[src/rtl/kernel_fetch_ctrl_pkg.sv]
// Shared types and helpers for the kernel fetch sequencer.
package kfetch_pkg;

  typedef enum logic [1:0] {IDLE, RUN, DRAIN, DONE} kfetch_state_t;

  localparam int DEF_KERNEL_NUM = 1024;

  // Kernel index width; a single-entry RAM still needs a 1-bit address.
  function automatic int kaddr_w(input int kernel_num);
    return (kernel_num > 1) ? $clog2(kernel_num) : 1;
  endfunction

endpackage

[src/rtl/kernel_fetch_ctrl_if.sv]
// Kernel beat stream from the fetch sequencer to the PE array.
// Handshake: a beat transfers on a clock edge where kern_valid && kern_ready; once raised, kern_valid,
// kern_data and kern_last hold until that transfer, and kern_ready may change freely.
interface kernel_fetch_ctrl_if #(parameter int DATA_W = 512);
  logic              kern_valid;
  logic              kern_ready;
  logic [DATA_W-1:0] kern_data;
  logic              kern_last;

  modport master (output kern_valid, output kern_data, output kern_last, input kern_ready);
  modport slave  (input kern_valid, input kern_data, input kern_last, output kern_ready);
endinterface

[src/rtl/kernel_fetch_ctrl_fifo.sv]
// Small synchronous FIFO; head is visible on dout while not empty.
module kfetch_fifo #(
  parameter int WIDTH = 8,
  parameter int DEPTH = 4,
  localparam int AW = (DEPTH > 1) ? $clog2(DEPTH) : 1,
  localparam int CW = $clog2(DEPTH + 1)
) (
  input  logic             clk,
  input  logic             rst,
  input  logic             push,
  input  logic [WIDTH-1:0] din,
  input  logic             pop,
  output logic [WIDTH-1:0] dout,
  output logic [CW-1:0]    count,
  output logic             empty,
  output logic             full
);

  logic [WIDTH-1:0] mem [DEPTH];
  logic [AW-1:0]    wr_ptr;
  logic [AW-1:0]    rd_ptr;
  logic             do_push;
  logic             do_pop;

  assign do_push = push && !full;
  assign do_pop  = pop && !empty;
  assign empty   = (count == '0);
  assign full    = (count == CW'(DEPTH));
  assign dout    = mem[rd_ptr];

  function automatic logic [AW-1:0] ptr_inc(input logic [AW-1:0] p);
    return (p == AW'(DEPTH - 1)) ? '0 : p + 1'b1;
  endfunction

  always_ff @(posedge clk) begin
    if (do_push) mem[wr_ptr] <= din;
  end

  always_ff @(posedge clk) begin
    if (rst) begin
      wr_ptr <= '0;
      rd_ptr <= '0;
      count  <= '0;
    end else begin
      if (do_push) wr_ptr <= ptr_inc(wr_ptr);
      if (do_pop)  rd_ptr <= ptr_inc(rd_ptr);
      case ({do_push, do_pop})
        2'b10:   count <= count + 1'b1;
        2'b01:   count <= count - 1'b1;
        default: count <= count;
      endcase
    end
  end

endmodule

[src/rtl/kernel_fetch_ctrl.sv]
// Read sequencer for the banked kernel RAM: issues consecutive kernel addresses and streams the
// returned words to the PE array through a small FIFO so backpressure never drops a kernel.
module kernel_fetch_ctrl
  import kfetch_pkg::*;
#(
  parameter int pWEIGHT_DATA_WIDTH = 64,
  parameter int pULTRA_RAM_NUM     = 8,
  parameter int pKERNEL_NUM        = DEF_KERNEL_NUM,
  parameter int pFIFO_DEPTH        = 4,
  localparam int KADDR_W = kaddr_w(pKERNEL_NUM),
  localparam int DATA_W  = pWEIGHT_DATA_WIDTH * pULTRA_RAM_NUM
) (
  input  logic                clk,
  input  logic                rst,
  input  logic                start,
  input  logic [KADDR_W-1:0]  base_idx,
  input  logic [KADDR_W:0]    kernel_cnt,
  input  logic                load_busy,
  output logic [KADDR_W-1:0]  kernel_addr,
  input  logic [DATA_W-1:0]   kernel_data,
  output logic                busy,
  output logic                done,
  output kfetch_state_t       fsm_state,
  kernel_fetch_ctrl_if.master kern
);

  localparam int FCW = $clog2(pFIFO_DEPTH + 1);

  kfetch_state_t     state, state_nxt;
  logic [KADDR_W:0]  issued_cnt;
  logic [KADDR_W:0]  cnt_q;
  logic              rd_vld;
  logic              rd_last;
  logic              issue;
  logic              pop;
  logic              drained;
  logic [FCW-1:0]    fifo_count;
  logic              fifo_empty;
  logic              fifo_full;
  logic [DATA_W:0]   fifo_dout;

  // Slots are reserved for reads in flight; a same-cycle pop is deliberately not credited.
  assign issue = (state == RUN) && !load_busy && (issued_cnt < cnt_q) && !fifo_full &&
                 ((32'(fifo_count) + 32'(rd_vld)) < 32'(pFIFO_DEPTH));
  assign pop     = kern.kern_valid && kern.kern_ready;
  assign drained = !rd_vld && (fifo_empty || ((fifo_count == FCW'(1)) && pop));

  always_ff @(posedge clk) begin
    if (rst) state <= IDLE;
    else     state <= state_nxt;
  end

  always_comb begin
    state_nxt = state;
    case (state)
      IDLE:    if (start) state_nxt = (kernel_cnt == '0) ? DONE : RUN;
      RUN:     if (issued_cnt == cnt_q) state_nxt = DRAIN;
      DRAIN:   if (drained) state_nxt = DONE;
      DONE:    state_nxt = IDLE;
      default: state_nxt = IDLE;
    endcase
  end

  always_ff @(posedge clk) begin
    if (rst) begin
      kernel_addr <= '0;
      issued_cnt  <= '0;
      cnt_q       <= '0;
      rd_vld      <= 1'b0;
      rd_last     <= 1'b0;
    end else begin
      rd_vld  <= issue;
      rd_last <= issue && (issued_cnt == cnt_q - 1'b1);
      if (state == IDLE && start) begin
        kernel_addr <= base_idx;
        issued_cnt  <= '0;
        cnt_q       <= kernel_cnt;
      end else if (issue) begin
        kernel_addr <= (kernel_addr == KADDR_W'(pKERNEL_NUM - 1)) ? '0 : kernel_addr + 1'b1;
        issued_cnt  <= issued_cnt + 1'b1;
      end
    end
  end

  kfetch_fifo #(.WIDTH(DATA_W + 1), .DEPTH(pFIFO_DEPTH)) u_fifo (
    .clk   (clk),
    .rst   (rst),
    .push  (rd_vld),
    .din   ({rd_last, kernel_data}),
    .pop   (pop),
    .dout  (fifo_dout),
    .count (fifo_count),
    .empty (fifo_empty),
    .full  (fifo_full)
  );

  assign kern.kern_valid = !fifo_empty;
  assign kern.kern_data  = fifo_dout[DATA_W-1:0];
  assign kern.kern_last  = !fifo_empty && fifo_dout[DATA_W];
  assign busy            = (state != IDLE);
  assign done            = (state == DONE);
  assign fsm_state       = state;

endmodule

[src/flat_wrapper.sv]
// flat-port wrapper written by rule: the top's interface ports become plain ports
module kernel_fetch_ctrl_flat import kfetch_pkg::*;
#(
  parameter int pWEIGHT_DATA_WIDTH = 64,
  parameter int pULTRA_RAM_NUM     = 8,
  parameter int pKERNEL_NUM        = DEF_KERNEL_NUM,
  parameter int pFIFO_DEPTH        = 4,
  localparam int KADDR_W = kaddr_w(pKERNEL_NUM),
  localparam int DATA_W  = pWEIGHT_DATA_WIDTH * pULTRA_RAM_NUM
)
  (clk, rst, start, base_idx, kernel_cnt, load_busy, kernel_addr, kernel_data, busy, done, fsm_state, kern_kern_valid, kern_kern_data, kern_kern_last, kern_kern_ready);
  kernel_fetch_ctrl_if #(.DATA_W(((64) * (8)))) kern_i ();
  input  logic clk;
  input  logic rst;
  input  logic start;
  input  logic [KADDR_W-1:0] base_idx;
  input  logic [KADDR_W:0] kernel_cnt;
  input  logic load_busy;
  output logic [KADDR_W-1:0] kernel_addr;
  input  logic [DATA_W-1:0] kernel_data;
  output logic busy;
  output logic done;
  output kfetch_state_t fsm_state;
  output wire logic [$bits(kern_i.kern_valid)-1:0] kern_kern_valid;
  output wire logic [$bits(kern_i.kern_data)-1:0] kern_kern_data;
  output wire logic [$bits(kern_i.kern_last)-1:0] kern_kern_last;
  input wire logic [$bits(kern_i.kern_ready)-1:0] kern_kern_ready;
  assign kern_kern_valid = kern_i.kern_valid;
  assign kern_kern_data = kern_i.kern_data;
  assign kern_kern_last = kern_i.kern_last;
  assign kern_i.kern_ready = kern_kern_ready;
  kernel_fetch_ctrl #(.pWEIGHT_DATA_WIDTH(pWEIGHT_DATA_WIDTH), .pULTRA_RAM_NUM(pULTRA_RAM_NUM), .pKERNEL_NUM(pKERNEL_NUM), .pFIFO_DEPTH(pFIFO_DEPTH)) u_core (.clk(clk), .rst(rst), .start(start), .base_idx(base_idx), .kernel_cnt(kernel_cnt), .load_busy(load_busy), .kernel_addr(kernel_addr), .kernel_data(kernel_data), .busy(busy), .done(done), .fsm_state(fsm_state), .kern(kern_i));
endmodule
[config.mk]
export PLATFORM = sky130hd
export DESIGN_NAME = kernel_fetch_ctrl_flat
export DESIGN_NICKNAME = d
export VERILOG_FILES = /design/src/rtl/kernel_fetch_ctrl_pkg.sv /design/src/rtl/kernel_fetch_ctrl_if.sv /design/src/rtl/kernel_fetch_ctrl_fifo.sv /design/src/rtl/kernel_fetch_ctrl.sv /design/src/flat_wrapper.sv
export SDC_FILE = /design/constraint.sdc
export NUM_CORES = 1
export LEC_CHECK = 0
export BUFFER_PORTS_ARGS = -buffer_cell sky130_fd_sc_hd__buf_2
export CORE_MARGIN = 8
export CORE_UTILIZATION = 45
export DETAILED_ROUTE_END_ITERATION = 8
export HOLD_SLACK_MARGIN = 0.02
export SYNTH_ARGS = -nofsm -noshare
export SYNTH_HDL_FRONTEND = slang
export SYNTH_HIERARCHICAL = 1
export SYNTH_SLANG_ARGS = --single-unit
[constraint.sdc]
create_clock -name clk -period 16.8 [get_ports clk]
set_input_delay 5.04 -clock clk [delete_from_list [all_inputs] [get_ports clk]]
set_output_delay 5.04 -clock clk [all_outputs]
set_load 0.005 [all_outputs]
After elaboration in Yosys (flattened, before gate mapping). Memories as Yosys holds them, arrays and structs flattened. A register that Yosys moved wholly into a read port is not among the register bits. Index checks and enable logic that the tools add are counted.

Register bits: 43. Bits in latches: 0. RAM bits: 2052. ROM bits: 0. Memories: 1.

Memory list: u_core.u_fifo.mem (depth 4, bits a word 513, rd ports 1, clocked after memory_dff 1, write ports 1, line kernel_fetch_ctrl_fifo.sv:19) `logic [WIDTH-1:0] mem [DEPTH];`.

Add/subtract/negate cells: 8. $mul: 0. Divide/modulo/power cells: 0. Order comparisons: 2. Eq/ne operators: 15. Shift-type cells: 0. Muxes and demuxes: 15. Bitwise operators: 0. Reduce and logical (&&, ||, !) cells: 25.

Operator list (number): less-than comparator 32 x 3 -> 1 bit, second input constant (1); 2-to-1 mux 10 bit (3); equality test 11 bit (2); 2-to-1 mux 2 bit (8); logical AND 1 bit (12); adder 11 x 1 -> 11 bit, second input constant (1); zero test 11 bit (1); less-than comparator 11 bit (1); subtractor 11 x 1 -> 11 bit, second input constant (1); adder 10 x 1 -> 10 bit, second input constant (1); equality test 10 bit, second input constant (1); equality test 2 bit, second input constant (5); one-hot mux 2 bit (4 select lines) (1); one-hot mux 3 bit (2 select lines) (1); nonzero test 2 bit (3); adder 2 x 1 -> 2 bit, second input constant (2); adder 3 x 1 -> 4 bit (1); equality test 2 x 1 -> 1 bit, second input constant (2); zero test 1 bit (4); != test 2 bit, second input constant (2); adder 3 x 1 -> 3 bit, second input constant (1); equality test 3 x 1 -> 1 bit, second input constant (1); equality test 3 bit, second input constant (1); zero test 3 bit (1); other kinds (7) (8).

Logic depth before layout (Yosys ltp).
Word-level depth: 8. Mapped depth: 10. Gate-level depth less buffers: 10.

By module. The synthesis kept the hierarchy.

By module, submodules not included: kfetch_fifo (instances 1, cells each 2733, area each 74550.2 µm², sequential area each 61799.3 µm²); kernel_fetch_ctrl (instances 1, cells each 328, area each 2590.0 µm², sequential area each 720.7 µm²).

Worst setup path before layout. No wires, ideal clock.

Path type: reg-to-reg. Start point: register u_core.u_fifo.count[0]. End point: memory u_core/u_fifo/mem[0][0] (netlist bit) (enable). Library setup time: 948 ps. Data arrival time: 12370 ps. Data required time: 15852 ps. Setup slack: 3482 ps. Stages on the path, launching flop included: 4. Period minus slack after synthesis: 13318 ps. Cell sequence: dfxtp_1 -> or3b_1 -> clkbuf_2 -> and3_1.

Cells in the longest elaborated chain, start to end: 5.

RTL lines: start, declared (line kernel_fetch_ctrl_fifo.sv:14) `output logic [CW-1:0] count,`; start signal, assigned (line kernel_fetch_ctrl_fifo.sv:48) `2'b10: count <= count + 1'b1;`; start signal, assigned (line kernel_fetch_ctrl_fifo.sv:49) `2'b01: count <= count - 1'b1;`; start signal, assigned (line kernel_fetch_ctrl_fifo.sv:50) `default: count <= count;`; equality test 3 bit (line kernel_fetch_ctrl_fifo.sv:28) `assign full = (count == CW'(DEPTH));`; zero test 1 bit (line kernel_fetch_ctrl_fifo.sv:25) `assign do_push = push && !full;`; logical AND 1 bit (line kernel_fetch_ctrl_fifo.sv:25); 2-to-1 mux 1 bit (line kernel_fetch_ctrl_fifo.sv:36) `if (do_push) mem[wr_ptr] <= din;`; 2-to-1 mux 1 bit (implied by the code) (line kernel_fetch_ctrl_fifo.sv:36); end, declared (line kernel_fetch_ctrl_fifo.sv:19).

No other way between the ends.

==> reports/results.tsv <==
stage	metric	value	unit
global_route	antenna_found_initial	137	
yosys	synthMuxAreaShare	0.151	
global_route	grt_pass1_vias	37400	
global_route	grt_first_pass_wirelength	272000	µm
worst_setup_path	crit_path_start_kind	flop	
floorplanning	die_y	430	µm
layout	layout_common_cells	edfxtp_1, buf_2, mux4_2	
cts	cts_tree	done	
cts	cts.clk_slew.worst_paths	60	ps
layout	final_common_cell	edfxtp_1	
floorplanning	start_util	0.451	
floorplanning	fp.coreArea	171000	µm²
drt	dr.first_iter.drc_count	3203	
worst_setup_path	cpLargestDelayFamily	buffers and inverters	
global_route	grt_usage	0.202	
min_path	hold_class	reg -> reg	
drt	vias_per_cell	5.45	
worst_setup_path	cp_cell_sequence	buf_4, buf_4, buf_4, mux4_2, buf_2	
placement	hpwl	128000	µm
yosys	synth_top_family_by_area	multiplexers	
sta	finalMaxSlewViolations	0	
sta	setup_viol	0	
floorplanning	rows	152	
placement	gp_congestion	0.829	
worst_setup_path	worstSetupPathType	reg -> out	
sta	setup_tns	0	ps
worst_setup_path	end_kind	output pin	
sta	hold_viol	0	
yosys	yosysWarnings	6	
floorplanning	die_x	430	µm
yosys	syn-cell-area	77100	µm²
yosys	synth.distinct_cells	69	
drt	drc_errors	0	
cts	clk_latency	820	ps
yosys	synthXorXnorAreaFrac	0.00169	
flow_run	max_cap_viol_count	0	
cts	clk_path_buf_depth	3	
yosys	synth_edf_count	2052	
sta	max_slew_margin	0.286	
worst_setup_path	worst_ep_arrival_time	4780	ps
yosys	synth_nets	3625	
cts	postCtsSetupBuffers	0	
placement	numPortBuffers	1065	
sta	grt_setup_unrepaired	no	
cts	clock_sinks	2097	
yosys	synth_seq_area_share	0.810	
sta	min_period	9820	ps
yosys	synth-seq-cells	2097	
worst_setup_path	cpPeakStageDelay	820	ps
cts	holdBufCountCts	0	
pwr	p_leak	0.0299	µW
sta	worst_slew_pin_slew	1070	ps
layout	drive_gt1_frac	0.436	
drt	final_antenna_net_count	0	
drt	wl_per_cell	28.6	µm
pwr	power_density	121	nW/µm²
global_route	grt_max_degree	143	
layout	syn2layout_area_growth	18.7	%
sta	max_freq	102	MHz
sta	skew	46.4	ps
drt	vias	36500	
worst_setup_path	cpMostUsedCell	buf_4	
worst_setup_path	crit_buf_inv	4	
drt	first_pass_iters	5	
placement	place_area	84800	µm²
yosys	synthArstFlopShare	0	
pwr	vdd_ir_drop_max	0.0000982	V
cts	root_buffer	clkbuf_16	
sta	period_share	0.585	
layout	final_nets	4813	
yosys	synth_compound_area_frac	0.00845	
status	status	complete, no violations	
floorplanning	die_area	185000	µm²
yosys	syn_avg_cell_area	25.2	µm²
pwr	p_total	11100	µW
floorplanning	io-pin-count	1066	
cts	h-tree-depth	4	
yosys	synthSimpleGateAreaFrac	0.0103	
yosys	syn_inst	3061	
worst_setup_path	cp_slowest_cell	buf_4	
worst_setup_path	timing.critical_path.required	11760	ps
cts	cts-resized-gates	0	
yosys	synth_flop_cell	edfxtp_1	
global_route	grt_overflow	0	
worst_setup_path	cp_max_fo	44	
yosys	synth_adder_area_share	0.00431	
drt	wl	192000	µm
layout	final_area	91600	µm²
cts	cts_buffers	207	
==> layout make-up <==
class / instances / area (µm²)
inverters: 31 / 116
flip-flops and latches: 2097 / 62500
fillers: 13100 / 79400
clock buffers: 266 / 5470
clock inverters: 112 / 1200
diodes: 49 / 123
well taps: 2233 / 2790
multi-input cells: 800 / 13600
repair buffers: 1112 / 5810
==> cells in the mapped netlist (7+ instances only) <==
master       n  area (µm²)
nand3_1     15        75.1
clkbuf_1    21        78.8
nand2_1     39         146
inv_1       31         116
nor4_1       9        56.3
nor3_1       9        45.0
buf_2       55         275
edfxtp_1  2052       61600
buf_6       53         597
xnor2_1      8        70.1
or3_1       12        75.1
dfxtp_1     45         901
and3_1       7        43.8
a21oi_1     29         145
o31ai_1      8        60.1
mux4_2     513       11600
ha_1        25         313
nor2_1      27         101
==> per-stage QoR <==
step | utilization | worst slack, ps | std cells | hold WS, ps
global placement | 0.496 | 7660 | 6273 | 459
global route | 0.535 | 6450 | 6673 | 526
detailed placement | 0.496 | 7650 | 6273 | 465
floorplan | - | 3480 | 3061 | 438
finish | 0.536 | 6980 | 6700 | 481
CTS | 0.535 | 6690 | 6651 | 479
==> per-layer routing <==
metal,track usage,vias up,part of all wire
li1,-,15600,-
met4,0.0721,28,0.037
met2,0.358,1247,0.53
met3,0.0542,436,0.067
met5,0,-,0.00090
met1,0.237,19200,0.37
==> power breakdown <==
group / internal, µW / total, µW / switching (µW)
Combinational: 259 / 646 / 386
Sequential: 5890 / 5930 / 43.0
Clock: 2610 / 4530 / 1920
Total: 8760 / 11100 / 2340
==> path summary, 6_finish.rpt <==
path	from	to	slack (ps)	cells after the start
worst min-delay path	u_core/rd_last	u_core/u_fifo/mem[2][512]	480	0
worst min register to register	u_core/rd_last	u_core/u_fifo/mem[2][512]	480	0
worst max register to register	u_core/u_fifo/count[0]	u_core/u_fifo/mem[2][352]	11730	6
worst max-delay path	flop	kern_kern_data[438]	6980	5
==> registers in the layout (all words and copies together) (netlist names), named ones only <==
register / cells
u_core/kernel_addr: 10
u_core/issued_cnt: 11
u_core/u_fifo/mem: 2052
u_core/u_fifo/wr_ptr: 2
u_core/rd_last: 1
u_core/u_fifo/rd_ptr: 2
u_core/rd_vld: 1
u_core/cnt_q: 11
u_core/fsm_state: 2
u_core/u_fifo/count: 3
==> kinds of logic (layout without fill, tap and decap cells) <==
family / Yosys count / after routing
xor+xnor: 14 / 14
other cells: 0 / 49
flops: 2097 / 2097
simple gates: 151 / 151
mux: 520 / 520
buf+inv: 164 / 1521
fa+ha+maj: 26 / 26
compound gates: 89 / 89
==> worst register-to-register path, delay by kind of cell, from the launching register on <==
family	cells	cell delay, ps
buffers and inverters	4	3040
AND/OR/NAND/NOR	2	1160
flip-flops	1	430
(Power assumes the default switching activity.)
